==> config.mk <==
export PLATFORM = sky130hd
export DESIGN_NAME = modadd_serial
export DESIGN_NICKNAME = d
export VERILOG_FILES = /design/src/rtl/modadd_serial_pkg.sv /design/src/rtl/modadd_serial_digit_addsub.sv /design/src/rtl/modadd_serial.sv
export SDC_FILE = /design/constraint.sdc
export NUM_CORES = 1
export LEC_CHECK = 0
export CAP_MARGIN = 20
export CORE_ASPECT_RATIO = 0.5
export CORE_MARGIN = 2
export CORE_UTILIZATION = 49
export CTS_CLUSTER_SIZE = 28
export DETAILED_ROUTE_END_ITERATION = 7
export PLACE_DENSITY = 0.76
export SKIP_LAST_GASP = 1
export SLEW_MARGIN = 40
export SYNTH_ARGS = -nofsm -noshare
export SYNTH_HDL_FRONTEND = slang
export SYNTH_HIERARCHICAL = 1
export SYNTH_SLANG_ARGS = --single-unit
==> constraint.sdc <==
create_clock -name clk -period 4.5 [get_ports clk]
set_input_delay 0.9 -clock clk [delete_from_list [all_inputs] [get_ports clk]]
set_output_delay 0.9 -clock clk [all_outputs]
set_load 0.02 [all_outputs]
==> src/rtl/modadd_serial_pkg.sv <==
`default_nettype none
// ============================================================================
//  Module   : modadd_serial_pkg
//  Purpose  : Shared RSA datapath constants for the digit-serial modular adder.
//             Holds the default operand/digit widths and the 2-bit state
//             encodings used by the adder FSM.
//  Revision : 1.0  initial release
// ============================================================================
package modadd_serial_pkg;

    localparam int c_rsa_width = 64;
    localparam int c_rsa_digit = 16;

    localparam logic [1:0] c_ma_idle = 2'b00;
    localparam logic [1:0] c_ma_add  = 2'b01;
    localparam logic [1:0] c_ma_sub  = 2'b10;
    localparam logic [1:0] c_ma_done = 2'b11;

endpackage
`default_nettype wire

==> src/rtl/modadd_serial_digit_addsub.sv <==
`default_nettype none
// ============================================================================
//  Module   : modadd_serial_digit_addsub
//  Purpose  : One DIGIT-wide adder/subtractor slice shared by both passes
//             of the serial modular adder.
//  Ports    : a, b  - digit operands
//             cin   - carry in (sub=0) or borrow in (sub=1)
//             sub   - 0: r = a + b + cin, 1: r = a - b - cin
//             r     - digit result
//             cout  - carry out (sub=0) or borrow out (sub=1)
//  Revision : 1.0  initial release
// ============================================================================
module modadd_serial_digit_addsub #(
    parameter int DIGIT = 16
) (
    input  logic [DIGIT-1:0] a,
    input  logic [DIGIT-1:0] b,
    input  logic             cin,
    input  logic             sub,
    output logic [DIGIT-1:0] r,
    output logic             cout
);

    logic [DIGIT:0] w_ext;

    // Evaluated one bit wider than the digit: for the subtract case the top
    // bit of the wrapped difference is set exactly when a - b - cin < 0.
    always_comb begin
        w_ext = {1'b0, a} + {1'b0, b} + {{DIGIT{1'b0}}, cin};
        if (sub) begin
            w_ext = {1'b0, a} - {1'b0, b} - {{DIGIT{1'b0}}, cin};
        end
    end

    assign r    = w_ext[DIGIT-1:0];
    assign cout = w_ext[DIGIT];

endmodule
`default_nettype wire

==> src/rtl/modadd_serial.sv <==
`default_nettype none
// ============================================================================
//  Module   : modadd_serial
//  Purpose  : Digit-serial modular adder, o = (x + y) mod n for x, y < n.
//             K = WIDTH/DIGIT add cycles build S and carry C, then K
//             subtract cycles build D = S - n and borrow b. The result is
//             D when {C,S} >= n (C==1 or b==0), otherwise S.
//  Ports    : clk, rst     - clock, synchronous active-high reset
//             start        - request, accepted in IDLE or DONE only
//             x, y, n      - addends and modulus
//             busy         - high during ADD and SUB
//             done         - one-cycle pulse, o valid from this cycle
//             o            - result, held until the next completion
//  Revision : 1.0  initial release
// ============================================================================
module modadd_serial
    import modadd_serial_pkg::*;
#(
    parameter int WIDTH = c_rsa_width,
    parameter int DIGIT = c_rsa_digit
) (
    input  logic             clk,
    input  logic             rst,
    input  logic             start,
    input  logic [WIDTH-1:0] x,
    input  logic [WIDTH-1:0] y,
    input  logic [WIDTH-1:0] n,
    output logic             busy,
    output logic             done,
    output logic [WIDTH-1:0] o
);

    localparam int c_k  = WIDTH / DIGIT;
    localparam int c_cw = (c_k > 1) ? $clog2(c_k) : 1;
    localparam logic [c_cw-1:0] c_last = c_cw'(c_k - 1);

    logic [1:0]       r_state;
    logic [c_cw-1:0]  r_cnt;
    logic [WIDTH-1:0] r_x, r_y, r_n;
    logic [WIDTH-1:0] r_s, r_d, r_o;
    logic             r_c, r_b;
    logic             r_busy, r_done;

    logic [DIGIT-1:0] w_opa, w_opb, w_r;
    logic             w_cin, w_sub, w_cout;
    logic [WIDTH-1:0] w_s_shift, w_s_rot, w_d_shift;

    // The single slice is steered by state: x/y/carry in ADD, S/n/borrow in SUB.
    always_comb begin
        w_opa = r_x[DIGIT-1:0];
        w_opb = r_y[DIGIT-1:0];
        w_cin = r_c;
        w_sub = 1'b0;
        if (r_state == c_ma_sub) begin
            w_opa = r_s[DIGIT-1:0];
            w_opb = r_n[DIGIT-1:0];
            w_cin = r_b;
            w_sub = 1'b1;
        end
    end

    modadd_serial_digit_addsub #(
        .DIGIT (DIGIT)
    ) u_addsub (
        .a    (w_opa),
        .b    (w_opb),
        .cin  (w_cin),
        .sub  (w_sub),
        .r    (w_r),
        .cout (w_cout)
    );

    // New digits enter at the top so the word is LSB-aligned after K shifts.
    assign w_s_shift = WIDTH'({w_r, r_s} >> DIGIT);
    assign w_d_shift = WIDTH'({w_r, r_d} >> DIGIT);
    // S is rotated during SUB so it is intact again when the result is chosen.
    assign w_s_rot   = {r_s[DIGIT-1:0], r_s[WIDTH-1:DIGIT]};

    always_ff @(posedge clk) begin
        if (rst) begin
            r_state <= c_ma_idle;
            r_cnt   <= '0;
            r_x     <= '0;
            r_y     <= '0;
            r_n     <= '0;
            r_s     <= '0;
            r_d     <= '0;
            r_o     <= '0;
            r_c     <= 1'b0;
            r_b     <= 1'b0;
            r_busy  <= 1'b0;
            r_done  <= 1'b0;
        end else begin
            r_done <= 1'b0;
            case (r_state)
                c_ma_idle, c_ma_done: begin
                    if (start) begin
                        r_x     <= x;
                        r_y     <= y;
                        r_n     <= n;
                        r_c     <= 1'b0;
                        r_cnt   <= '0;
                        r_busy  <= 1'b1;
                        r_state <= c_ma_add;
                    end else begin
                        r_busy  <= 1'b0;
                        r_state <= c_ma_idle;
                    end
                end
                c_ma_add: begin
                    r_x <= r_x >> DIGIT;
                    r_y <= r_y >> DIGIT;
                    r_s <= w_s_shift;
                    r_c <= w_cout;
                    if (r_cnt == c_last) begin
                        r_cnt   <= '0;
                        r_b     <= 1'b0;
                        r_state <= c_ma_sub;
                    end else begin
                        r_cnt <= r_cnt + 1'b1;
                    end
                end
                c_ma_sub: begin
                    r_n <= r_n >> DIGIT;
                    r_s <= w_s_rot;
                    r_d <= w_d_shift;
                    r_b <= w_cout;
                    if (r_cnt == c_last) begin
                        r_cnt   <= '0;
                        r_busy  <= 1'b0;
                        r_done  <= 1'b1;
                        r_state <= c_ma_done;
                        // {C,S} >= n exactly when the sum carried out or the
                        // full-width subtraction did not borrow.
                        r_o     <= (r_c || !w_cout) ? w_d_shift : w_s_rot;
                    end else begin
                        r_cnt <= r_cnt + 1'b1;
                    end
                end
                default: begin
                    r_state <= c_ma_idle;
                end
            endcase
        end
    end

    assign busy = r_busy;
    assign done = r_done;
    assign o    = r_o;

endmodule
`default_nettype wire

==> summary.md, run 1 <==
| Metric | Value |
|---|---|
| Post-detail-place hpwl | `about 33000 um` |
| Fin crit share | `between 90% and 100%` |
| Most instantiated cells after synthesis | `dfxtp_1 (376), mux2i_1 (335), nor2_1 (311), a211oi_1 (139), nand2_1 (98)` |
| Final Hold Fails | `0` |
| H-tree depth | `2` |
| Die W | `~270 um` |
| Syn Area/Cell | `about 9.4 um2` |
| Min Tclk post-route | `about 4200 ps` |
| Clk_lat worst skew | `between 500 and 600 ps` |
| Drt first pass iters | `5` |
| Syn Inst Count | `about 1900` |
| Fmax | `about 240 MHz` |
| Crit path kind | `reg2reg` |
| CP Launch Type | `flop` |
| WP buf/inv | `5` |
| Switching pwr | `between 6000 and 7000 uW` |
| Post-Place Cells | `roughly 2500` |
| Number of flops mapped to enable cells by yosys | `0` |
| VDD IR-drop max | `~470 uV` |
| CP delay by family, top | `adder cells` |
| Non-Filler Instances | `2552` |
| CP cell instances | `inv_1, ha_4, buf_4, mux2_2, inv_1, fa_1, fa_1, and2_1, o211ai_1, nand3_1, o22ai_1, xor2_1, a21oi_2, nor2b_4, buf_4, buf_12, mux2i_1, o21ai_0` |
| Detailed-route via count | `13800` |
| CTS Hold Bufs | `0` |
| Remaining global-route overflow | `0` |
| First-pass GRT wire length | `71200 um` |
| Combinational group share of total power | `a little over half` |
| Inserted Clock Buffers | `34` |
| Row cnt | `48` |
| Dominant cell type by area after synthesis | `dfxtp_1` |
| Crit path max-delay cell type | `fa_1` |
| Sw Share | `between 40% and 50%` |
| Fill count | `2961` |
| Ranking of synthesized cells by area | `dfxtp_1 (43%), mux2i_1 (19%), nor2_1 (6.7%)` |
| Crit-path max FO | `15` |
| Initial antenna violation count | `5` |
| Hold WC Path Type | `reg2reg` |
| CP Data Required Time | `4870 ps` |
| Die footprint | `roughly 37000 um2` |
| Relative slew slack | `47.8%` |
| Vias/cell | `between 5 and 6` |
| Clock skew | `13.1 ps` |
| Input/output buffers | `260` |
| Cell variety after synth | `62` |
| Async S/R FF share, synth | `0%` |
| Pre-CTS WS | `about 250 ps` |
| Total Wirelength | `approximately 46000 um` |
| Clock slew at reported path FFs | `approximately 60 ps` |
| Initial Util | `50.3%` |
| Sequential share of the synthesized area | `~43%` |
| Share of power burned in registers | `between 20 and 30%` |
| Critical path arrival | `approximately 4600 ps` |
| Mapped Area | `approximately 18000 um2` |
| Internal power | `around 9600 uW` |
| Top-count cell post-synth | `dfxtp_1` |
| Slowest stage delay, CP | `480 ps` |
| Worst Tran Pin Value | `just under 800 ps` |
| Lkg Pwr | `about 0.008 uW` |
| Crit path capture type | `flop` |
| Yosys warns | `6` |
| Power per cell area | `approximately 760 nW/um2` |
| DRC viols | `0` |
| Syn_nets | `approximately 2100` |
| Max-slew violations | `0` |
| Setup ws final | `287 ps` |
| CTS tree | `yes` |
| Clock share of power | `roughly 17%` |
| Final #Nets | `roughly 2300` |
| Root Buffer | `clkbuf_16` |
| Largest net degree at the start of global routing | `between 100 and 150` |
| Yosys top cell area share | `around 43%` |
| Post-DR wirelength/cell | `around 18 um` |
| Hold Slack | `about 450 ps` |
| Number of global-route vias before repair | `~13000` |
| Post-synth top flop | `dfxtp_1` |
| Register area | `approximately 7500 um2` |
| Multi-input logic area | `between 9000 and 10000 um2` |
| Clock buffer depth | `3` |
| Clock Sinks | `376` |
| Antenna-violating nets left | `0` |
| Setup violators final | `0` |
| Top Ports | `between 200 and 300` |
| DIE HEIGHT | `between 100 and 150 um` |
| Synth-to-Final Area Change | `23.4%` |
| Share of layout cells above drive strength 1 | `between 7 and 8%` |
| Total Routing Usage GR | `24.0%` |
| Status | `completed` |
| Core area | `about 35000 um2` |
| RePlAce Congestion | `0.928` |
| 1st-iter DRT viols | `1008` |
| Max Cap Viol | `0` |
| Yosys reg bits | `between 300 and 400` |
[cells by family after synthesis]
family / after synthesis / share of synthesized area, %
AND/OR/NAND/NOR: 471 / 11.0
flip-flops: 376 / 42.9
multiplexers: 370 / 21.4
AO/OA/AOI/OAI: 362 / 14.5
buffers and inverters: 198 / 4.98
adder cells (fa/ha/maj): 53 / 3.95
XOR/XNOR: 27 / 1.35
[worst reg2reg max path, stage by stage, from the launching register on]
cell,delay [ps]
dfxtp_1,400
inv_1,130
ha_4,230
buf_4,150
mux2_2,210
inv_1,70
fa_1,480
fa_1,430
and2_1,190
o211ai_1,260
nand3_1,150
o22ai_1,220
xor2_1,110
a21oi_2,170
nor2b_4,230
buf_4,150
buf_12,160
mux2i_1,240
o21ai_0,110
[per-layer routing]
| metal | up-vias | GRT usage, % | routed length [um] |
|---|---|---|---|
| met2 | 313 | 40.8 | 22100 |
| met5 | - | 0 | 0 |
| met4 | 0 | 7.23 | 1150 |
| li1 | 6942 | - | - |
| met1 | 6527 | 31.1 | 20800 |
| met3 | 67 | 4.50 | 2480 |
[power by group through the flow]
stage          Sequential [uW]  Clock (uW)  Combinational (uW)
4_1_cts                   4660        2820                8730
6_report                  4670        2780                8990
3_3_place_gp              4710           0                8530
5_1_grt                   4750        2960                9820
2_1_floorplan             4500           0                6920
3_5_place_dp              4730           0                8680
[repair_timing]
action	4_1_cts	5_1_grt
gates resized for setup	0	3
buffers inserted	0	11
endpoints found under the setup margin	0	64
[layout make-up]
class	count	area share, %
antenna	3	0.0347
sequential	376	34.8
clock buffer	53	4.68
inverter	60	1.04
clock inverter	2	0.0751
timing repair buffer	300	13.9
multi-input combinational	1283	42.7
tap	475	2.75
[sequential cells by signal (all words and copies together), names as in the netlist]
| name | flops |
|---|---|
| busy | 1 |
| done | 1 |
| o | 64 |
| r_b | 1 |
| r_c | 1 |
| r_cnt | 2 |
| r_d | 48 |
| r_n | 64 |
| r_s | 64 |
| r_state | 2 |
| r_x | 64 |
| r_y | 64 |
[final timing paths]
check | start | to | slack, ps | cells after the start
worst max register to register | r_state[0]$_SDFFE_PP0P_ | o[19]$_SDFFE_PP0P_ | 290 | 18
worst max-delay path | r_state[0]$_SDFFE_PP0P_ | o[19]$_SDFFE_PP0P_ | 290 | 18
worst min register to register | o[12]$_SDFFE_PP0P_ | o[12]$_SDFFE_PP0P_ | 450 | 2
worst min-delay path | o[12]$_SDFFE_PP0P_ | o[12]$_SDFFE_PP0P_ | 450 | 2
[cell usage in the layout, fill, tap and decap left out, drive strengths merged, types with 6 or more instances in the layout]
master           n
a211oi         150
a21oi           28
a22oi           48
buf             40
clkbuf          54
clkdlybuf4s50  259
dfxtp          376
ha              49
inv             61
mux2            35
mux2i          335
nand2           98
nand2b           6
nand3            9
nor2           311
nor2b           22
o21ai           96
xnor2           22
[metrics by stage]
stage               area (um2)  TNS, ps  util [%]  total power, uW
floorplan                17500        0         -            11400
global placement         20400        0      58.6            13200
detailed placement       20500        0      58.7            13400
CTS                      21500        0      61.7            16200
global route             21600    -35.6      62.0            17500
finish                   21600        0      62.0            16400
(Power assumes the default switching activity.)
==> inputs of run 2 (changes only) <==
--- a/config.mk
+++ b/config.mk
@@ -11,7 +11,9 @@
 export CORE_UTILIZATION = 49
 export CTS_CLUSTER_SIZE = 28
 export DETAILED_ROUTE_END_ITERATION = 7
+export HOLD_SLACK_MARGIN = 0.06
 export PLACE_DENSITY = 0.76
+export SKIP_CTS_REPAIR_TIMING = 1
 export SKIP_LAST_GASP = 1
 export SLEW_MARGIN = 40
 export SYNTH_ARGS = -nofsm -noshare
==> results of run 2 <==
Same layout as run 1: the final DEF is identical, and so are final timing and power.
==> inputs of run 3 (changes only) <==
--- a/config.mk
+++ b/config.mk
@@ -5,7 +5,7 @@
 export SDC_FILE = /design/constraint.sdc
 export NUM_CORES = 1
 export LEC_CHECK = 0
-export CAP_MARGIN = 20
+export CAP_MARGIN = 40
 export CORE_ASPECT_RATIO = 0.5
 export CORE_MARGIN = 2
 export CORE_UTILIZATION = 49
@@ -13,6 +13,7 @@
 export DETAILED_ROUTE_END_ITERATION = 7
 export HOLD_SLACK_MARGIN = 0.06
 export PLACE_DENSITY = 0.76
+export REMOVE_ABC_BUFFERS = 1
 export SKIP_CTS_REPAIR_TIMING = 1
 export SKIP_LAST_GASP = 1
 export SLEW_MARGIN = 40
==> run 3 against run 2 <==
Power up 1.5%. Sequential share of layout area shrank 0.25 points. Combinational power is 1% higher. Die area did not move. Count of clock-buffer cells in the layout unchanged. Hold slack got worse by 3.6 ps. Sequential power is 1% lower. Flip-flop and latch count did not move. First-iteration DRC count is 4.0% lower. Routed wire length decreased by 1.8%. Clock power grew 7%. Largest power group unchanged.
==> summary.md, run 3 (synthesized netlist as in run 1, its figures left out) <==
| Metric | Value |
|---|---|
| Switching pwr | `6880 uW (+0.13%)` |
| Combinational group share of total power | `54.5% (-0.2 points)` |
| CP Launch Type | `flop` |
| Fin crit share | `95.7% (+2.1 points)` |
| Min-Delay Path Depth | `2 (unchanged)` |
| DIE HEIGHT | `138 um (unchanged)` |
| Internal power | `9800 uW (+2.5%)` |
| Max Cap Viol | `0 (unchanged)` |
| Commonest non-fill, non-tap cell in the layout | `dfxtp_1` |
| Post-route setup TNS | `0 ps (unchanged)` |
| Lkg Pwr | `0.00825 uW (+1.0%)` |
| Clock Sinks | `376 (unchanged)` |
| VDD IR-drop max | `527 uV (+11%)` |
| Total Wirelength | `45600 um (-1.8%)` |
| Die footprint | `37400 um2 (unchanged)` |
| Setup violators final | `0 (unchanged)` |
| Vias/cell | `5.45 (+0.36%)` |
| Setup ws final | `192 ps (-94.4 ps)` |
| Crit path kind | `reg2reg` |
| Antenna-violating nets left | `0 (unchanged)` |
| Top Ports | `261 (unchanged)` |
| Post-DR wirelength/cell | `17.8 um (-2.1%)` |
| Clock share of power | `17.8% (+0.9 points)` |
| Power per cell area | `765 nW/um2 (+0.74%)` |
| Number of global-route vias before repair | `13100 (-0.061%)` |
| DRC viols | `0 (unchanged)` |
| Hold Slack | `451 ps (-3.64 ps)` |
| Post-Route Utilization | `62.5% (+0.46 points)` |
| R2r worst-path depth | `17 (-1)` |
| Crit-path max FO | `19 (+4)` |
| Critical path arrival | `4690 ps (+100 ps)` |
| Sw Share | `41.2% (-0.56 points)` |
| Min Tclk post-route | `4310 ps (+94.4 ps)` |
| 1st-iter DRT viols | `968 (-4.0%)` |
| Die W | `272 um (unchanged)` |
| Synth-to-Final Area Change | `24.3%` |
| CTS tree | `yes` |
| Largest net degree at the start of global routing | `103 (-12%)` |
| Clock slew at reported path FFs | `70 ps (about the same)` |
| Clock skew | `14.7 ps (+1.56 ps)` |
| Detailed-route via count | `13900 (+0.67%)` |
| Clock buffer depth | `3 (unchanged)` |
| RePlAce Congestion | `0.917 (-1.2%)` |
| Row cnt | `48 (unchanged)` |
| Fmax | `232 MHz (-2.2%)` |
| Initial antenna violation count | `5 (unchanged)` |
| Most frequent cells in the layout | `dfxtp_1 (375), mux2i_1 (333), nor2_1 (311)` |
| Relative slew slack | `45.9% (-1.9 points)` |
| Input/output buffers | `260 (unchanged)` |
| Crit path capture type | `flop` |
| FF-to-FF setup slack | `190 ps (-90 ps)` |
| Hold WC Path Type | `reg2reg` |
| Total Routing Usage GR | `23.6% (-0.39 points)` |
| Inserted Clock Buffers | `35 (+2.9%)` |
| Share of layout cells above drive strength 1 | `8.26% (+0.83 points)` |
| CP Data Required Time | `4880 ps (about the same)` |
| Final Hold Fails | `0 (unchanged)` |
| Initial Util | `50.3% (unchanged)` |
| Drt first pass iters | `6 (+1)` |
| Pre-CTS WS | `58.6 ps (-189 ps)` |
| Core area | `34900 um2 (unchanged)` |
| Post-detail-place hpwl | `31100 um (-4.9%)` |
| Root Buffer | `clkbuf_16` |
| First-pass GRT wire length | `70800 um (-0.59%)` |
| Worst Tran Pin Value | `811 ps (+27.9 ps)` |
| Max-slew violations | `0 (unchanged)` |
| H-tree depth | `2 (unchanged)` |
| Status | `completed` |
| Remaining global-route overflow | `0 (unchanged)` |
| Clk_lat worst skew | `530 ps (about the same)` |
| Final #Nets | `2309 (+0.26%)` |
| Share of power burned in registers | `27.7% (-0.7 points)` |
-- run 3: final cells by class --
class | count | area (um2)
Sequential cell | 376 | 7530
Antenna cell | 2 | 5.00
Fill cell | 2883 | 13100
Clock inverter | 6 | 55.1
Multi-Input combinational cell | 1283 | 9270
Inverter | 60 | 225
Clock buffer | 53 | 1080
Timing Repair Buffer | 305 | 3060
Tap cell | 475 | 594
-- run 3: power groups by stage --
stage	clock network, uW	logic [uW]	registers, uW
after global placement	0	8570	4650
after floorplan	0	7050	4500
after detailed placement	0	8770	4680
after CTS	3010	8810	4610
after global routing	3160	9960	4710
final	2970	9090	4620
-- run 3: worst paths after layout --
check / from / to
max: r_state[0]$_SDFFE_PP0P_ / o[22]$_SDFFE_PP0P_
min: o[25]$_SDFFE_PP0P_ / o[25]$_SDFFE_PP0P_
max reg2reg: r_state[0]$_SDFFE_PP0P_ / o[22]$_SDFFE_PP0P_
min reg2reg: o[25]$_SDFFE_PP0P_ / o[25]$_SDFFE_PP0P_
-- run 3: critical path, cell delays in order (launching register included) --
cell and delay [ps]:
dfxtp_2 340, inv_1 160, ha_4 240, clkbuf_4 230, buf_4 330, mux2_2 430, ha_1 380, and2_1 210
o211ai_1 290, nand3_1 190, o22ai_1 230, xor2_1 100, a21oi_2 170, nor2b_4 190, buf_4 160, buf_12 180
mux2i_1 210, o21ai_0 110
-- run 3: per-layer routing --
layer  vias up  global-route usage (%)  wire length, um
li1       6945                       -                -
met1      6610                    31.9            21300
met2       314                    38.5            21100
met3        69                    4.67             2380
met4         4                    6.50              876
met5         -                       0               27
-- run 3: through the flow --
stage / cell area, um2 / total power, uW / instances
2_1_floorplan: 16900 / 11500 / 1719
3_3_place_gp: 20500 / 13200 / 2487
3_5_place_dp: 20500 / 13400 / 2489
4_1_cts: 21700 / 16400 / 2548
5_1_grt: 21800 / 17800 / 2560
6_report: 21800 / 16700 / 2560
